## config.mk

```make
export PLATFORM = sky130hd
export DESIGN_NAME = run_detector_param
export DESIGN_NICKNAME = d
export VERILOG_FILES = /design/src/rtl/run_detector_param.sv
export SDC_FILE = /design/constraint.sdc
export NUM_CORES = 1
export LEC_CHECK = 0
export ABC_AREA = 0
export BUFFER_PORTS_ARGS = -buffer_cell sky130_fd_sc_hd__buf_2
export CORE_ASPECT_RATIO = 1.5
export CORE_UTILIZATION = 54
export CTS_CLUSTER_DIAMETER = 120
export DETAILED_ROUTE_END_ITERATION = 8
export PLACE_DENSITY = 0.89
export SKIP_CTS_REPAIR_TIMING = 1
export SYNTH_ARGS = -nofsm -noshare
export SYNTH_HDL_FRONTEND = slang
export SYNTH_SLANG_ARGS = --single-unit
```

## constraint.sdc

```tcl
create_clock -name clk -period 2 [get_ports clk]
set_input_delay 0 -clock clk [delete_from_list [all_inputs] [get_ports clk]]
set_output_delay 0 -clock clk [all_outputs]
set_load 0.005 [all_outputs]
```

## src/rtl/run_detector_param.sv

```systemverilog
// Detects runs of '1's with length in [MIN_RUN, MAX_RUN] terminated by a '0'.
// Reports the run length, flags over-long runs and counts detections (saturating).
module run_detector_param #(
    parameter int unsigned MIN_RUN = 3,
    parameter int unsigned MAX_RUN = 15,
    parameter int unsigned CNT_W   = 5,
    parameter int unsigned EVT_W   = 8
) (
    input  logic             clk,
    input  logic             rst,
    input  logic             en,
    input  logic             x,
    input  logic             clr_cnt,
    output logic             detected,
    output logic             overrun,
    output logic [CNT_W-1:0] run_len,
    output logic [EVT_W-1:0] det_count,
    output logic [2:0]       state
);

    typedef enum logic [2:0] {
        StIdle     = 3'b000,
        StCount    = 3'b001,
        StArmed    = 3'b010,
        StOver     = 3'b011,
        StDetected = 3'b100
    } state_e;

    localparam logic [CNT_W-1:0] MinRun  = CNT_W'(MIN_RUN);
    localparam logic [CNT_W-1:0] MaxRun  = CNT_W'(MAX_RUN);
    localparam logic [CNT_W-1:0] RunOne  = CNT_W'(1);
    localparam logic [EVT_W-1:0] CntMax  = '1;
    localparam logic [EVT_W-1:0] CntOne  = EVT_W'(1);

    state_e           state_q, state_d;
    logic [CNT_W-1:0] run_q, run_d, run_inc;
    logic [CNT_W-1:0] run_len_q, run_len_d;
    logic [EVT_W-1:0] det_count_q;
    logic             det_hit;

    // Cannot wrap: run_q never exceeds MAX_RUN+1 and 2^CNT_W > MAX_RUN+1.
    assign run_inc = run_q + RunOne;

    always_ff @(posedge clk) begin
        if (rst) begin
            state_q   <= StIdle;
            run_q     <= '0;
            run_len_q <= '0;
        end else if (en) begin
            state_q   <= state_d;
            run_q     <= run_d;
            run_len_q <= run_len_d;
        end
    end

    always_comb begin
        state_d   = StIdle;
        run_d     = '0;
        run_len_d = run_len_q;
        det_hit   = 1'b0;
        case (state_q)
            StIdle, StDetected: begin
                if (x) begin
                    run_d   = RunOne;
                    state_d = (MIN_RUN == 1) ? StArmed : StCount;
                end
            end
            StCount: begin
                if (x) begin
                    run_d   = run_inc;
                    state_d = (run_inc >= MinRun) ? StArmed : StCount;
                end
            end
            StArmed: begin
                if (x) begin
                    run_d   = run_inc;
                    state_d = (run_inc > MaxRun) ? StOver : StArmed;
                end else begin
                    state_d   = StDetected;
                    run_len_d = run_q;
                    det_hit   = 1'b1;
                end
            end
            StOver: begin
                if (x) begin
                    state_d = StOver;
                    run_d   = MaxRun + RunOne;
                end
            end
            default: begin
                state_d = StIdle;
            end
        endcase
    end

    // Clear beats a coincident increment.
    always_ff @(posedge clk) begin
        if (rst || clr_cnt) begin
            det_count_q <= '0;
        end else if (en && det_hit && (det_count_q != CntMax)) begin
            det_count_q <= det_count_q + CntOne;
        end
    end

    always_comb begin
        detected  = (state_q == StDetected);
        overrun   = (state_q == StOver);
        state     = state_q;
        run_len   = run_len_q;
        det_count = det_count_q;
    end

endmodule

```

* Yosys cells after proc, flatten, opt, wreduce, memory -nomap -nowiden
Cells that the tools add are included.
** Storage, ports and cells
- Register bits :: 21
- Input port bits :: 5
- Output and inout port bits :: 18
- Logic and storage cells :: 34
** Cells by class
- Add/sub/neg operators :: 2
- Order comparisons :: 2
- Equality and inequality tests :: 5
- Multiplexer cells :: 13
- Bitwise logic cells :: 1
- Reduce and logical (&&, ||, !) cells :: 7
** Operators by type and width (count)
- $pmux 5 s3 :: 1
- $pmux 3 s4 :: 1
- $mux 5 :: 2
- $add 8x1->8 const B :: 1
- $ne 8x8->1 const B :: 1
- $eq 3x2->1 const B :: 2
- $mux 2 :: 3
- $add 5x1->5 const B :: 1
- $ge 5x2->1 const B :: 1
- $gt 5x4->1 const B :: 1
- $mux 1 :: 5
- $reduce_or 2->1 :: 2
- $eq 3x1->1 const B :: 1
- $eq 3x3->1 const B :: 1
- $logic_not 3->1 :: 1
- $mux 3 :: 1
- $reduce_and 3->1 :: 1
- $logic_and 1x1->1 :: 2
- $logic_or 1x1->1 :: 1
- $not 1->1 :: 1

* Logic depth before layout (Yosys ltp)
Gate-level depths: netlist of the first run.
- Depth after elaboration :: 5
- Depth in mapped cells :: 7

* Worst setup path after synthesis of the first run
No wires, ideal clock.
- Path kind :: register to register
- Start :: register run_q[0]
- End :: register state_q[0] (netlist: state[0])
- Library setup time :: 131 ps
- Arrival :: 1576 ps
- Path slack :: 293 ps
- Stages on the path, launching flop included :: 8
- Path buffers :: 1
- Clock period less this slack :: 1707 ps
- Cell sequence :: dfxtp_1 -> clkbuf_1 -> inv_1 -> ha_1 -> nor3_1 -> maj3_1 -> o2111ai_1 -> o211ai_1
** Between the ends
- Longest elaborated chain between the ends :: 5
** Ends and longest elaborated chain
- from (decl) :: RTL line 36 : logic [CNT_W-1:0] run_q, run_d, run_inc;
- from (signal assigned) :: RTL line 51 : run_q <= run_d;
- $add 5x1->5 (*) :: RTL line 42 : assign run_inc = run_q + RunOne;
- $gt 5x4->1 / $ge 5x2->1 (equally long branches) :: RTL line 77, 71
- $mux 1 / $mux 2 (equally long branches) :: RTL line 77, 71
- $mux 3 / $mux 2 (equally long branches) :: RTL line 75, 69
- $pmux 3 s4 (*) :: RTL line 61 : case (state_q)
- to (signal assigned) :: RTL line 46 : state_q <= StIdle;
- to (signal assigned) :: RTL line 50 : state_q <= state_d;
- to (decl) :: RTL line 35 : state_e state_q, state_d;
Mark *: on every way between the ends. The rest lies on a longest branch, timed or not.
A chain may end at the register's enable or synchronous reset.

* Worst setup path in the final report of the first run
- Start :: register run_q[0]
- End :: register run_q[4]
** Between the ends
- Longest elaborated chain between the ends :: 3
** Ends and longest elaborated chain (RTL line)
- $add 5x1->5 :: 42
- $mux 5 :: 69, 75
- $pmux 5 s3 :: 61
Every way passes these cells.

==> results of run 1 <==
-- flip-flops by register name (all words and copies together) (netlist names) --
register	flops
state	3
run_q	5
run_len	5
det_count	8
-- cell usage after synthesis, drive strengths merged --
master	number
mux2i	1
or2	2
inv	3
a211o	1
and3	5
maj3	1
o21bai	1
clkbuf	7
nand4b	2
a2111o	1
o41ai	1
o31ai	1
or3	4
ha	3
and2	3
a21oi	17
o211ai	3
o311ai	1
a31oi	1
nand2	23
nand3	4
nor4bb	1
dfxtp	21
nand2b	2
buf	5
xor2	1
nor3	4
nand4bb	1
xnor2	1
nand3b	2
a41o	1
o21ai	6
a211oi	3
or4	2
a32oi	1
o31a	1
nor2	12
and4	2
o2111ai	1
o41a	1
-- kinds of logic after synthesis --
group | Yosys count
XOR/XNOR | 2
AND/OR/NAND/NOR | 69
AO/OA/AOI/OAI | 41
flip-flops | 21
buffers and inverters | 15
adder cells (fa/ha/maj) | 4
multiplexers | 1
-- per-layer routing --
layer  vias to the layer above  routed length [um]
li1                        591                   -
met1                       549                1160
met2                        34                1570
met3                        12                  82
met4                         0                 119
met5                         -                   0
-- worst register-to-register path, cell delays in order (launching register included) --
cell and delay (ns):
dfxtp_1 0.53, ha_1 0.36, nand3_1 0.13, xor2_1 0.16
a2111o_1 0.41, a21oi_1 0.15
-- final cells by class --
type                            count  area share
Timing Repair Buffer               27       0.110
Clock inverter                      1     0.00368
Multi-Input combinational cell    117       0.531
Inverter                            3     0.00829
Clock buffer                        3      0.0166
Tap cell                           22      0.0203
Sequential cell                    21       0.309
-- path summary, 6_finish.rpt --
kind,startpoint,end,depth (start not counted)
max,run_q[0],run_q[4],5
min,rst,run_q[3],2
max reg2reg,run_q[0],run_q[4],5
min reg2reg,run_len[2],run_len[2],2
-- power by group through the flow --
stage          Sequential (mW)  Combinational, mW  Clock, mW
6_report                 0.430             0.0588      0.212
5_1_grt                  0.431             0.0634      0.233
4_1_cts                  0.430             0.0558      0.217
3_5_place_dp             0.439             0.0544          0
3_3_place_gp             0.439             0.0526          0
2_1_floorplan            0.434             0.0505          0
==> flow_summary.toml, run 1 <==
[outcome]
outcome = "finished, final reports clean"

[detailed_routing]
wl_um = 2930
final_antenna_net_count = 0
avgRoutedWirePerCell_um = 15.1
drc = 0
drtIter0Drc = 57
vias = 1186
vias_per_cell = 6.11
dr.pass1.iters = 4

[synthesis]
synth_fa_ha_area_frac = 0.0386
seq_area_frac_synth = 0.341
synth_nets = 161
synth_area_per_cell_sq_um = 8.05
yosys.area_share.simple = 0.309
synth_seq_cells = 21
synth_compound_area_frac = 0.216
yosysTopAreaCellShare = 0.341
synth.cell_area_sq_mm = 0.00123
ys_warn_count = 0
synth_cells = 153
synth_area_leaders = "dfxtp_1, nand2_1, a21oi_1"
synth_top_family_by_area = "simple AND/OR/NAND/NOR gates"
ys_types = 45
yosysTopAreaCell = "dfxtp_1"
synth_mux_area_frac = 0.00813
synthXorXnorAreaFrac = 0.0142

[critical_path]
cp-end-kind = "register"
crit_buf_inv = 0
path_delay_family = "compound AO/OA/AOI/OAI gates"
r2r_setup_slack_ns = 0.20
critPathMaxStageDelay_ns = 0.53
worstPathRequired_ns = 2.26
critPathLaunchType = "register"
crit_slowest_cell = "dfxtp_1"
worstSetupPathType = "reg2reg"
cp_max_fo = 11
worstPathCellList = "ha_1 -> nand3_1 -> xor2_1 -> a2111o_1 -> a21oi_1"
cp_data_arrival_time_ns = 2.06

[clock_tree]
cts_tree = "yes"
htree_levels = 1
cts_sinks = 21
numCtsBuffers = 3
path_clk_slew_ns = 0.12
clock_path_buffers = 2
cts_root_buffer = "clkbuf_4"
clk_latency_ns = 0.32

[finish]
final_common_cell = "nand2_1"
stdcell_area_sq_mm = 0.00136
final_core_util = 0.654
nNetsFinal = 181
final_cell_mix = "nand2_1, buf_2, dfxtp_1, a21oi_1, nor2_1"
instances_no_fill = 194
diodes = 0
multi_input_area_sq_um = 722
drive_gt1_frac = 0.198
seq_area_sq_um = 420
n_fill_cell = 180
area.growth.synth_to_final_pct = 10.4

[placement]
place_ws_ns = 0.253
place_inst = 189
globalplace.congestion = 0.915
io_buffers = 22
placed_area_sq_mm = 0.00132
hpwl_um = 2180

[floorplan]
dieHeight_um = 60.5
rows = 20
die-area_sq_mm = 0.00248
io_pins = 23
die_w_um = 41.0
start_util = 0.593
core_sq_mm = 0.00208

[pwr]
ir_drop_v = 0.000467
power_mw = 0.700
seqPwrFrac = 0.614
power_frac_comb = 0.084
p_int_mw = 0.518
p_switching_mw = 0.182
p_leak_nw = 0.545
powerDensity_mw_per_mm2 = 515
swShare = 0.260
clockPowerShare = 0.302

[timing]
rsz0062_at_grt = "false"
setup_viol_count_final = 0
period_minus_slack_ns = 1.80
worstMarginPinSlew_ns = 0.323
fmax_ghz = 0.555
hold_viol_final = 0
setup_tns_ns = 0
maxSlewViolCount = 0
finalClockSkew_ns = 0.00486
fin_ws_ns = 0.199
min_period_over_period = 0.901
whs_ns = 0.0392
maxSlewHeadroom = 0.783

[grt]
grt_pass1_wl_um = 4600
grt_max_degree = 18
grt_antenna_before_repair = 0
grt.overflow.total = 0
top_usage_layer = "met2"
met1_usage = 0.283
grt_pass1_vias = 1077
use_met3 = 0.0440
use_met2 = 0.460
grt_usage = 0.271

[flow_run]
maxCapViolations = 0

[min_path]
hold_class = "in2reg"
(Power assumes the default switching activity.)
==> run 2, diff against run 1 <==
GPL_TIMING_DRIVEN = 0   (was unset)
TNS_END_PERCENT = 50   (was unset)
==> run 2 against run 1 <==
The run now ends with negative hold slack left. Sequential share of layout area decreased by 1.0 points. Flip-flop and latch count unchanged. Via count up 6.5%. Sequential power down 1%. Clock-buffer cell count increased by 1. Final area increased by 3.5%. Setup slack lost 0.12 ns.
==> flow_summary.toml, run 2 (synthesized netlist as in run 1, its figures left out) <==
[timing]
min_period_over_period = 0.963
rsz0062_at_grt = "true"
worstMarginPinSlew_ns = 0.555
period_minus_slack_ns = 1.93
maxSlewViolCount = 0
fmax_ghz = 0.519
setup_viol_count_final = 0
maxSlewHeadroom = 0.627
finalClockSkew_ns = 0.00975
whs_ns = -0.0138
fin_ws_ns = 0.0742
hold_viol_final = 3
setup_tns_ns = 0

[critical_path]
crit_buf_inv = 1
cp-end-kind = "register"
worstPathCellList = "ha_1 -> clkbuf_1 -> and2_1 -> a21oi_1 -> o31a_1 -> o41a_1"
worstPathRequired_ns = 2.23
worstSetupPathType = "reg2reg"
cp_max_fo = 9
crit_slowest_cell = "dfxtp_1"
critPathLaunchType = "register"
path_delay_family = "compound AO/OA/AOI/OAI gates"
cp_data_arrival_time_ns = 2.15
critPathMaxStageDelay_ns = 0.49

[pwr]
powerDensity_mw_per_mm2 = 514
p_leak_nw = 0.559
ir_drop_v = 0.000398

[finish]
largest_reg_flops = 8
final_cell_mix = "nand2_1, buf_2, dfxtp_1, a21oi_1, nor2_1"
instances_no_fill = 201
nNetsFinal = 188
area.growth.synth_to_final_pct = 14.2
diodes = 0
final_common_cell = "nand2_1"
drive_gt1_frac = 0.190
n_fill_cell = 175

[placement]
hpwl_um = 2320
globalplace.congestion = 0.827
io_buffers = 20
place_ws_ns = 0.0334
place_inst = 195

[outcome]
outcome = "finished with violations"
violations = "negative hold slack"

[detailed_routing]
dr.pass1.iters = 4
final_antenna_net_count = 0
avgRoutedWirePerCell_um = 15.5
drtIter0Drc = 54
vias_per_cell = 6.28
wl_um = 3120
vias = 1263
drc = 0

[clock_tree]
cts_sinks = 21
cts_tree = "yes"
numCtsBuffers = 3
path_clk_slew_ns = 0.13
clk_latency_ns = 0.33
cts_root_buffer = "clkbuf_4"
htree_levels = 1
clock_path_buffers = 2

[floorplan]
die-area_sq_mm = 0.00248
start_util = 0.593
die_w_um = 41.0
io_pins = 23
rows = 20
dieHeight_um = 60.5
core_sq_mm = 0.00208

[grt]
grt_pass1_wl_um = 4920
grt.overflow.total = 0
grt_usage = 0.289
grt_max_degree = 12
grt_antenna_before_repair = 0
grt_pass1_vias = 1173

[min_path]
hold_class = "in2reg"

[flow_run]
maxCapViolations = 0
-- run 2: layout make-up --
cell class / count / area [sq um] / share of cell area
Buffer: 12 / 78.8 / 0.0560
Clock buffer: 4 / 26.3 / 0.0187
Inverter: 3 / 11.3 / 0.00801
Multi-Input combinational cell: 117 / 722 / 0.513
Sequential cell: 21 / 420 / 0.299
Tap cell: 22 / 27.5 / 0.0196
Timing Repair Buffer: 22 / 120 / 0.0854
-- run 2: power by group --
part / internal [mW] / total (mW) / switching, mW
clock network: 0.0784 / 0.223 / 0.144
registers: 0.422 / 0.425 / 0.00290
logic: 0.0300 / 0.0754 / 0.0454
-- run 2: worst reg2reg max path, cell delays in order, from the launching register on --
cell and delay (ns):
dfxtp_1 0.49, ha_1 0.21, clkbuf_1 0.29, and2_1 0.19
a21oi_1 0.07, o31a_1 0.26, o41a_1 0.32
-- run 2: per-layer routing --
metal / up-vias / wire [um] / global-route usage
li1: 606 / - / -
met3: 7 / 89 / 0.0476
met2: 36 / 1810 / 0.527
met1: 614 / 1130 / 0.287
met4: 0 / 80 / 0.157
met5: - / 0 / 0
-- run 2: per-stage QoR --
stage          power [mW]  cell area (sq um)  utilization
6_report            0.723               1410        0.677
2_1_floorplan       0.484               1230            -
4_1_cts             0.716               1390        0.667
3_3_place_gp        0.500               1360        0.654
3_5_place_dp        0.505               1360        0.654
5_1_grt             0.739               1410        0.677
-- run 2: path summary, 6_finish.rpt --
check / slack [ns] / from / to / cells after the start
max: 0.07 / run_q[1] / state[1] / 6
min: -0.01 / en / run_q[2] / 3
max reg2reg: 0.07 / run_q[1] / state[1] / 6
min reg2reg: 0.46 / run_len[1] / run_len[1] / 2
